## src/rtl/fault_fsm_moore.sv

```systemverilog
// rtl/fault_fsm_moore.sv - 4-cell battery-pack protection FSM (NORMAL/WARNING/FAULT/SHUTDOWN)
module fault_fsm_moore #(
  parameter int unsigned OV_MV           = 4200,
  parameter int unsigned UV_MV           = 2800,
  parameter int unsigned OT_C            = 60,
  parameter int unsigned OC_MA           = 1000,
  parameter int unsigned IMB_MV          = 150,
  parameter int unsigned PERSIST_CYCLES  = 4,
  parameter int unsigned SHUTDOWN_CYCLES = 4,
  parameter int unsigned CLEAR_CYCLES    = 4
) (
  input  logic        clk,
  input  logic        reset,
  input  logic [15:0] cell_voltage [4],
  input  logic [15:0] current,
  input  logic [7:0]  temp_flag [4],
  input  logic [3:0]  mask,
  output logic [1:0]  state,
  output logic        shutdown_signal
);

  typedef enum logic [1:0] {
    ST_NORMAL   = 2'b00,
    ST_WARNING  = 2'b01,
    ST_FAULT    = 2'b10,
    ST_SHUTDOWN = 2'b11
  } state_e;

  localparam logic [15:0] OV_L    = 16'(OV_MV);
  localparam logic [15:0] UV_L    = 16'(UV_MV);
  localparam logic [7:0]  OT_L    = 8'(OT_C);
  localparam logic [15:0] OC_L    = 16'(OC_MA);
  localparam logic [15:0] IMB_L   = 16'(IMB_MV);
  localparam logic [7:0]  PERS_L  = 8'(PERSIST_CYCLES);
  localparam logic [7:0]  SHDN_L  = 8'(PERSIST_CYCLES + SHUTDOWN_CYCLES);
  localparam logic [7:0]  CLEAR_L = 8'(CLEAR_CYCLES);

  state_e      state_q, state_d;
  logic [7:0]  flt_run_q, flt_run_d;
  logic [7:0]  clr_run_q, clr_run_d;

  logic        cell_fault;
  logic        imb_fault;
  logic        fault_now;
  logic [2:0]  n_unmasked;
  logic [15:0] v_max, v_min;

  // Min/max only track unmasked cells; imbalance needs at least two of them.
  always_comb begin
    cell_fault = 1'b0;
    n_unmasked = 3'd0;
    v_max      = 16'h0000;
    v_min      = 16'hFFFF;
    for (int i = 0; i < 4; i++) begin
      if (!mask[i]) begin
        if (cell_voltage[i] > OV_L || cell_voltage[i] < UV_L || temp_flag[i] > OT_L) begin
          cell_fault = 1'b1;
        end
        n_unmasked = n_unmasked + 3'd1;
        if (cell_voltage[i] > v_max) v_max = cell_voltage[i];
        if (cell_voltage[i] < v_min) v_min = cell_voltage[i];
      end
    end
    imb_fault = (n_unmasked >= 3'd2) && ((v_max - v_min) > IMB_L);
    fault_now = cell_fault || imb_fault || (current > OC_L);
  end

  always_comb begin
    flt_run_d = 8'd0;
    clr_run_d = 8'd0;
    if (fault_now) begin
      flt_run_d = (flt_run_q == 8'hFF) ? 8'hFF : flt_run_q + 8'd1;
    end else begin
      clr_run_d = (clr_run_q == 8'hFF) ? 8'hFF : clr_run_q + 8'd1;
    end
  end

  // Decisions use the _d run lengths so the current sample is included.
  always_comb begin
    state_d = state_q;
    unique case (state_q)
      ST_NORMAL: begin
        if (fault_now) state_d = ST_WARNING;
      end
      ST_WARNING: begin
        if (!fault_now)                state_d = ST_NORMAL;
        else if (flt_run_d >= PERS_L)  state_d = ST_FAULT;
      end
      ST_FAULT: begin
        if (flt_run_d >= SHDN_L)        state_d = ST_SHUTDOWN;
        else if (clr_run_d >= CLEAR_L)  state_d = ST_NORMAL;
      end
      ST_SHUTDOWN: state_d = ST_SHUTDOWN;
      default:     state_d = ST_NORMAL;
    endcase
  end

  always_ff @(posedge clk or negedge reset) begin
    if (!reset) begin
      state_q   <= ST_NORMAL;
      flt_run_q <= 8'd0;
      clr_run_q <= 8'd0;
    end else begin
      state_q   <= state_d;
      flt_run_q <= flt_run_d;
      clr_run_q <= clr_run_d;
    end
  end

  assign state           = state_q;
  assign shutdown_signal = (state_q == ST_SHUTDOWN);

endmodule

```

## config.mk

```make
export PLATFORM = sky130hd
export DESIGN_NAME = fault_fsm_moore
export DESIGN_NICKNAME = d
export VERILOG_FILES = /design/src/rtl/fault_fsm_moore.sv
export SDC_FILE = /design/constraint.sdc
export NUM_CORES = 1
export LEC_CHECK = 0
export ABC_AREA = 1
export BUFFER_PORTS_ARGS = -buffer_cell sky130_fd_sc_hd__buf_2
export CORE_UTILIZATION = 39
export CTS_BUF_LIST = sky130_fd_sc_hd__clkbuf_4
export DETAILED_ROUTE_END_ITERATION = 12
export GPL_ROUTABILITY_DRIVEN = 1
export GPL_TIMING_DRIVEN = 0
export PLACE_DENSITY = 0.65
export SLEW_MARGIN = 20
export SYNTH_ARGS = -nofsm -noshare
export SYNTH_HDL_FRONTEND = slang
export SYNTH_SLANG_ARGS = --single-unit
```

## constraint.sdc

```tcl
create_clock -name clk -period 2.11 [get_ports clk]
set_input_delay 0.1055 -clock clk [delete_from_list [all_inputs] [get_ports clk]]
set_output_delay 0.1055 -clock clk [all_outputs]
set_load 0.01 [all_outputs]
```

# Yosys cells after proc, flatten, opt, wreduce, memory -nomap -nowiden
# Index checks and enable logic that the tools add are counted.
[word_totals]
ff_bits = 18
out_inout_bits = 3
word_cells = 94
[classes]
add_sub_neg = 6
order_cmp = 26
eq_ne = 8
mux = 38
n_reduce_logical = 13
[op_table]
columns = ["op", "count"]
rows = [
  ["$mux W16", 16],
  ["$gt A16 B13 Y1 const B", 4],
  ["$lt A16 B12 Y1 const B", 4],
  ["$gt A16 B16 Y1", 3],
  ["$lt A16 B16 Y1", 3],
  ["$gt A8 B6 Y1 const B", 4],
  ["$mux W8", 4],
  ["$add A8 B1 Y8 const B", 2],
  ["$eq A8 B8 Y1 const B", 2],
  ["$ge A8 B3 Y1 const B", 2],
  ["$gt A16 B1 Y1 const B", 1],
  ["$gt A16 B10 Y1 const B", 1],
  ["$gt A16 B8 Y1 const B", 1],
  ["$lt A16 B16 Y1 const B", 1],
  ["$sub A16 B16 Y16", 1],
  ["$logic_or A1 B1 Y1", 10],
  ["$mux W2", 5],
  ["$add A3 B1 Y3 const B", 3],
  ["$mux W1", 9],
  ["$mux W3", 3],
  ["$ge A8 B4 Y1 const B", 1],
  ["$pmux W2 S4", 1],
  ["$ne A3 B3 Y1 const B", 2],
  ["$eq A2 B2 Y1 const B", 2],
  ["other kinds (6)", 6],
]

# Logic depth before layout (Yosys ltp)
[logic_depth]
depth_word = 22
mapped_depth = 69
mapped_depth_nobuf = 65

# Worst setup path before layout
# OpenSTA, ideal clock, no wires.
[synth_path]
path_kind = "input to register"
startpoint = "in mask[0]"
endpoint = "reg state_q[0] (netlist: state[0])"
setup_ns = 0.117
t_arrival_ns = 8.207
required_ns = 1.993
setup_slack_ns = -6.214
cell_stages = 63
cell_sequence = "buf_2 inv_1 buf_1 nand2_1 ha_1 a21oi_1 nor2_1 nor2_1 a31o_1 nand4_2 nand2_1 clkbuf_1 clkbuf_1 nand2_1 o21ai_0 ha_1 a21oi_1 nor2_1 (+27 left out) o21bai_1 nand2_1 nand2_1 a21oi_1 o21ai_1 a21oi_1 nand3b_1 nand2_1 nand3_1 nand3_2 nand2_2 nand2_4 o21ai_1 nand3_1 nand2_1 nand2_1 nand3_1 nand2_1"
[synth_via]
elab_chain_len = 19
word_cells_on_any_way = 52
classes_between = "add/sub (4); order compare (11); eq/ne (3); mux (30); reduce/logical (4)"
[synth_rtl]
columns = ["element", "line", "rtl"]
rows = [
  ["start: declaration", "17", "input logic [3:0] mask,"],
  ["$mux W16", "55", "if (!mask[i]) begin"],
  ["$gt A16 B16 Y1 or $lt A16 B16 Y1 (tied branches)", "60, 61", ""],
  ["$mux W16 (on tied branches)", "60, 61", ""],
  ["$mux W16", "55", ""],
  ["$gt A16 B16 Y1 or $lt A16 B16 Y1 (tied branches)", "60, 61", ""],
  ["$mux W16 (on tied branches)", "60, 61", ""],
  ["$mux W16", "55", ""],
  ["$gt A16 B16 Y1 or $lt A16 B16 Y1 (tied branches)", "60, 61", ""],
  ["(+2 left out)", "--", ""],
  ["$sub A16 B16 Y16", "64", "imb_fault = (n_unmasked >= 3'd2) && ((v_max - v_min) > IMB_L);"],
  ["$gt A16 B8 Y1", "64", ""],
  ["$logic_and A1 B1 Y1", "64", ""],
  ["$logic_or A1 B1 Y1 (*) (2 in series)", "65", "fault_now = cell_fault || imb_fault || (current > OC_L);"],
  ["$mux W8", "71", "if (fault_now) begin"],
  ["$ge A8 B4 Y1 (tied with other cells)", "90", "if (flt_run_d >= SHDN_L) state_d = ST_SHUTDOWN;"],
  ["$mux W2 or $ne A3 B3 Y1 (tied branches)", "--", ""],
  ["$pmux W2 S4 or $reduce_and A3 Y1 (tied branches)", "--", ""],
  ["end signal: assignment", "104", "state_q <= state_d;"],
  ["end: declaration", "38", "state_e state_q, state_d;"],
]
# Mark *: on every way between the ends. The rest lies on a longest branch, timed or not.
# A chain may end at the register's enable or synchronous reset.

# Worst setup path in the final report
[layout_path]
startpoint = "in mask[0]"
endpoint = "reg state_q[1] (netlist: state[1])"
# The elaborated chain is that of the path after synthesis.

==> results.json <==
{
  "hold_viol": 0,
  "violations": "setup timing",
  "initial_utilization_pct": 40.53,
  "fmax_mhz": 126.2,
  "synth_nets": 1134,
  "worst-endpoint-required_ns": 2.33,
  "p_leak_nw": 4.192,
  "peakVddDrop_mv": 0.1877,
  "grt_use_total_pct": 24.76,
  "critPathSlowestCell": "ha_4",
  "synth_area_leaders": "ha_1 (25%), nand2_1 (17%), o21ai_0 (10%)",
  "final_util_pct": 62.34,
  "num_rows": 42,
  "max_slew_margin_pct": 30.90,
  "place.gp.congestion": 0.8752,
  "ant_nets": 0,
  "yosys.area.top_type_share_pct": 25.47,
  "startpoint_type": "input port",
  "dp_cells": 1200,
  "grt_antenna_before_repair": 0,
  "finalCritPeriodShare_pct": 375.4,
  "finalSetupViolCount": 18,
  "synth_cell_types": 53,
  "rsz0062_at_grt": "yes",
  "drv_slew": 0,
  "die_w_um": 120.2,
  "outcome": "complete, but fails checks",
  "core_region_area_um2": 13450,
  "synthCells": 904,
  "dr.pass1.iters": 8,
  "vias": 6798,
  "hold_path_class": "input port to async pin",
  "cts_buffer_depth": 2,
  "drt-wirelength-per-cell_um": 14.67,
  "clk_pin_slew_worst_paths_ns": 0.11,
  "path_buf_inv": 11,
  "layout_commonest_cell": "nand2_1",
  "drcViolationCount": 0,
  "multi_input_area_um2": 5629,
  "viasPerCell": 5.270,
  "drive_gt1_share_pct": 38.27,
  "post-route-min-period_ns": 7.922,
  "seqCellArea_um2": 450.4,
  "grt_pass1_vias": 6374,
  "synth_edf_count": 0,
  "numCtsBuffers": 3,
  "yosysWarnings": 0,
  "synthFlopType": "dfrtp_1",
  "die_y_um": 120.2,
  "overflow": 0,
  "yosysTopAreaCell": "ha_1",
  "crit_path_frequent_cell": "nand2_1",
  "yosys_register_bits": 18,
  "dp_hpwl_um": 14260,
  "die-area_um2": 14460,
  "syn_area_per_cell_um2": 6.032,
  "cts_tree": "yes",
  "nets": 1344,
  "clockRootBuffer": "clkbuf_4",
  "syn_area_um2": 5453,
  "clock-sinks": 18,
  "clock_latency_ns": 0.30,
  "powerDensity_nw_per_um2": 513.8,
  "wl_um": 18930,
  "io_pins": 121,
  "async_reset_ff_share_pct": 100.0,
  "critPathCaptureType": "flop",
  "critPathTopFamily": "compound AO/OA/AOI/OAI gates",
  "fillers": 1235,
  "critPathMaxFanout": 6,
  "yosysSeqAreaShare_pct": 8.261,
  "fin_ws_ns": -5.812,
  "skew_ns": 0.008890,
  "worst-slew-pin-transition_ns": 1.029,
  "cp_slowest_stage_delay_ns": 0.30,
  "grt_max_degree": 19,
  "drv_cap": 0,
  "cts_max_level": 1,
  "layout_common_cells": "nand2_1 (203), buf_2 (120), inv_1 (91), ha_1 (84), buf_4 (77)",
  "arrival_ns": 8.14,
  "grt_pass1_wl_um": 29170,
  "syn2layout_area_growth_pct": 53.81,
  "crit_type": "input port to flop",
  "dr.first_iter.drc_count": 299,
  "fin_cells": 1290,
  "io_buffers": 120
}
==> path summary, 6_finish.rpt <==
kind / slack [ns] / cells past startpoint / to / from
worst max-delay path: -5.81 / 63 / state[1]$_DFFE_PN0P_ / mask[0]
worst min-delay path: 0.25 / 2 / flt_run_q[1]$_DFF_PN0_ / reset
worst max register to register: -0.14 / 19 / state[1]$_DFFE_PN0P_ / clr_run_q[0]$_DFF_PN0_
worst min register to register: 0.49 / 1 / clr_run_q[0]$_DFF_PN0_ / clr_run_q[0]$_DFF_PN0_
max in group asynchronous: 1.56 / 2 / clr_run_q[1]$_DFF_PN0_ / reset
min in group clk: 0.36 / 6 / clr_run_q[3]$_DFF_PN0_ / current[12]
==> cell families (layout without fill, tap and decap cells) <==
family          after synthesis  count (layout)  synth area share (%)
buf+inv                     125             334                 8.697
simple gates                418             418                 32.31
xor+xnor                     14              14                 2.249
fa+ha+maj                   112             112                 25.84
other cells                   0               1                     0
flops                        18              18                 8.261
compound gates              217             217                 22.65
==> metrics by stage <==
| step | cell area [um2] | worst slack, ns | power, mW | setup TNS (ns) | hold slack [ns] |
|---|---|---|---|---|---|
| after floorplan | 5861 | -5.127 | 2.394 | -88.35 | -0.1901 |
| after global placement | 6681 | -6.898 | 2.995 | -118.85 | 0.06012 |
| after detailed placement | 6681 | -6.925 | 3.032 | -119.57 | 0.05897 |
| after CTS | 7622 | -5.820 | 3.799 | -101.06 | 0.2619 |
| after global routing | 8384 | -6.189 | 4.749 | -107.13 | 0.2858 |
| final | 8387 | -5.812 | 4.309 | -100.88 | 0.2480 |
==> sequential cells by signal, summed over array words and instances, names as in the netlist <==
| name | cells |
|---|---|
| clr_run_q | 8 |
| flt_run_q | 8 |
| state | 2 |
==> worst register-to-register path, delay by kind of cell (launching register included) <==
| family | cells | cell delay [ns] |
|---|---|---|
| AOI/OAI and AO/OA | 3 | 0.23 |
| and+or+nand+nor | 11 | 1.06 |
| DFF | 1 | 0.38 |
| adders and majority gates | 1 | 0.17 |
| buffers and inverters | 4 | 0.36 |
==> report_power, final <==
part	internal, mW	switching, mW	total, mW
Sequential	0.407	0.0444	0.452
Clock	0.0689	0.110	0.179
Combinational	1.69	1.99	3.68
Total	2.17	2.14	4.31
==> cells in the mapped netlist, types with 3 or more instances <==
cell type  number
a211oi_1        5
a21oi_1        52
a31oi_1         5
buf_1           3
clkbuf_1       17
dfrtp_1        18
ha_1          111
inv_1          97
inv_2           4
nand2_1       241
nand2_2        11
nand3_1        43
nand4_1        14
nor2_1         82
nor3_1         13
o2111ai_1       3
o211ai_1        4
o21a_1          5
o21ai_0       109
o21ai_1         8
o21bai_1        4
o31ai_1         4
xnor2_1         5
xor2_1          9
==> layout make-up <==
class | count | area share (%)
sequential | 18 | 5.371
timing repair buffer | 205 | 15.84
antenna | 1 | 0.02984
clock inverter | 1 | 0.04476
tap | 176 | 2.626
inverter | 103 | 4.819
clock buffer | 3 | 0.2685
buffer | 22 | 3.879
multi-input combinational | 761 | 67.12
==> per-layer routing <==
| metal | up-vias | part of all wire [%] | GRT usage, % |
|---|---|---|---|
| met2 | 171 | 49 | 44.36 |
| met4 | 0 | 1.9 | 5.247 |
| li1 | 3512 | - | - |
| met5 | - | 0 | 0 |
| met1 | 3092 | 45 | 32.11 |
| met3 | 23 | 3.8 | 2.170 |
==> what timing repair did <==
action                     in CTS  in global routing
hold buffers                    1                  0
hold endpoints to repair       18                  0
setup endpoints to repair      18                 18
gates resized for setup        85                146
pin swaps                      57                 71
cloned                          4                  1
setup buffers                  61                 20
Power figures use the tool's default switching activity.
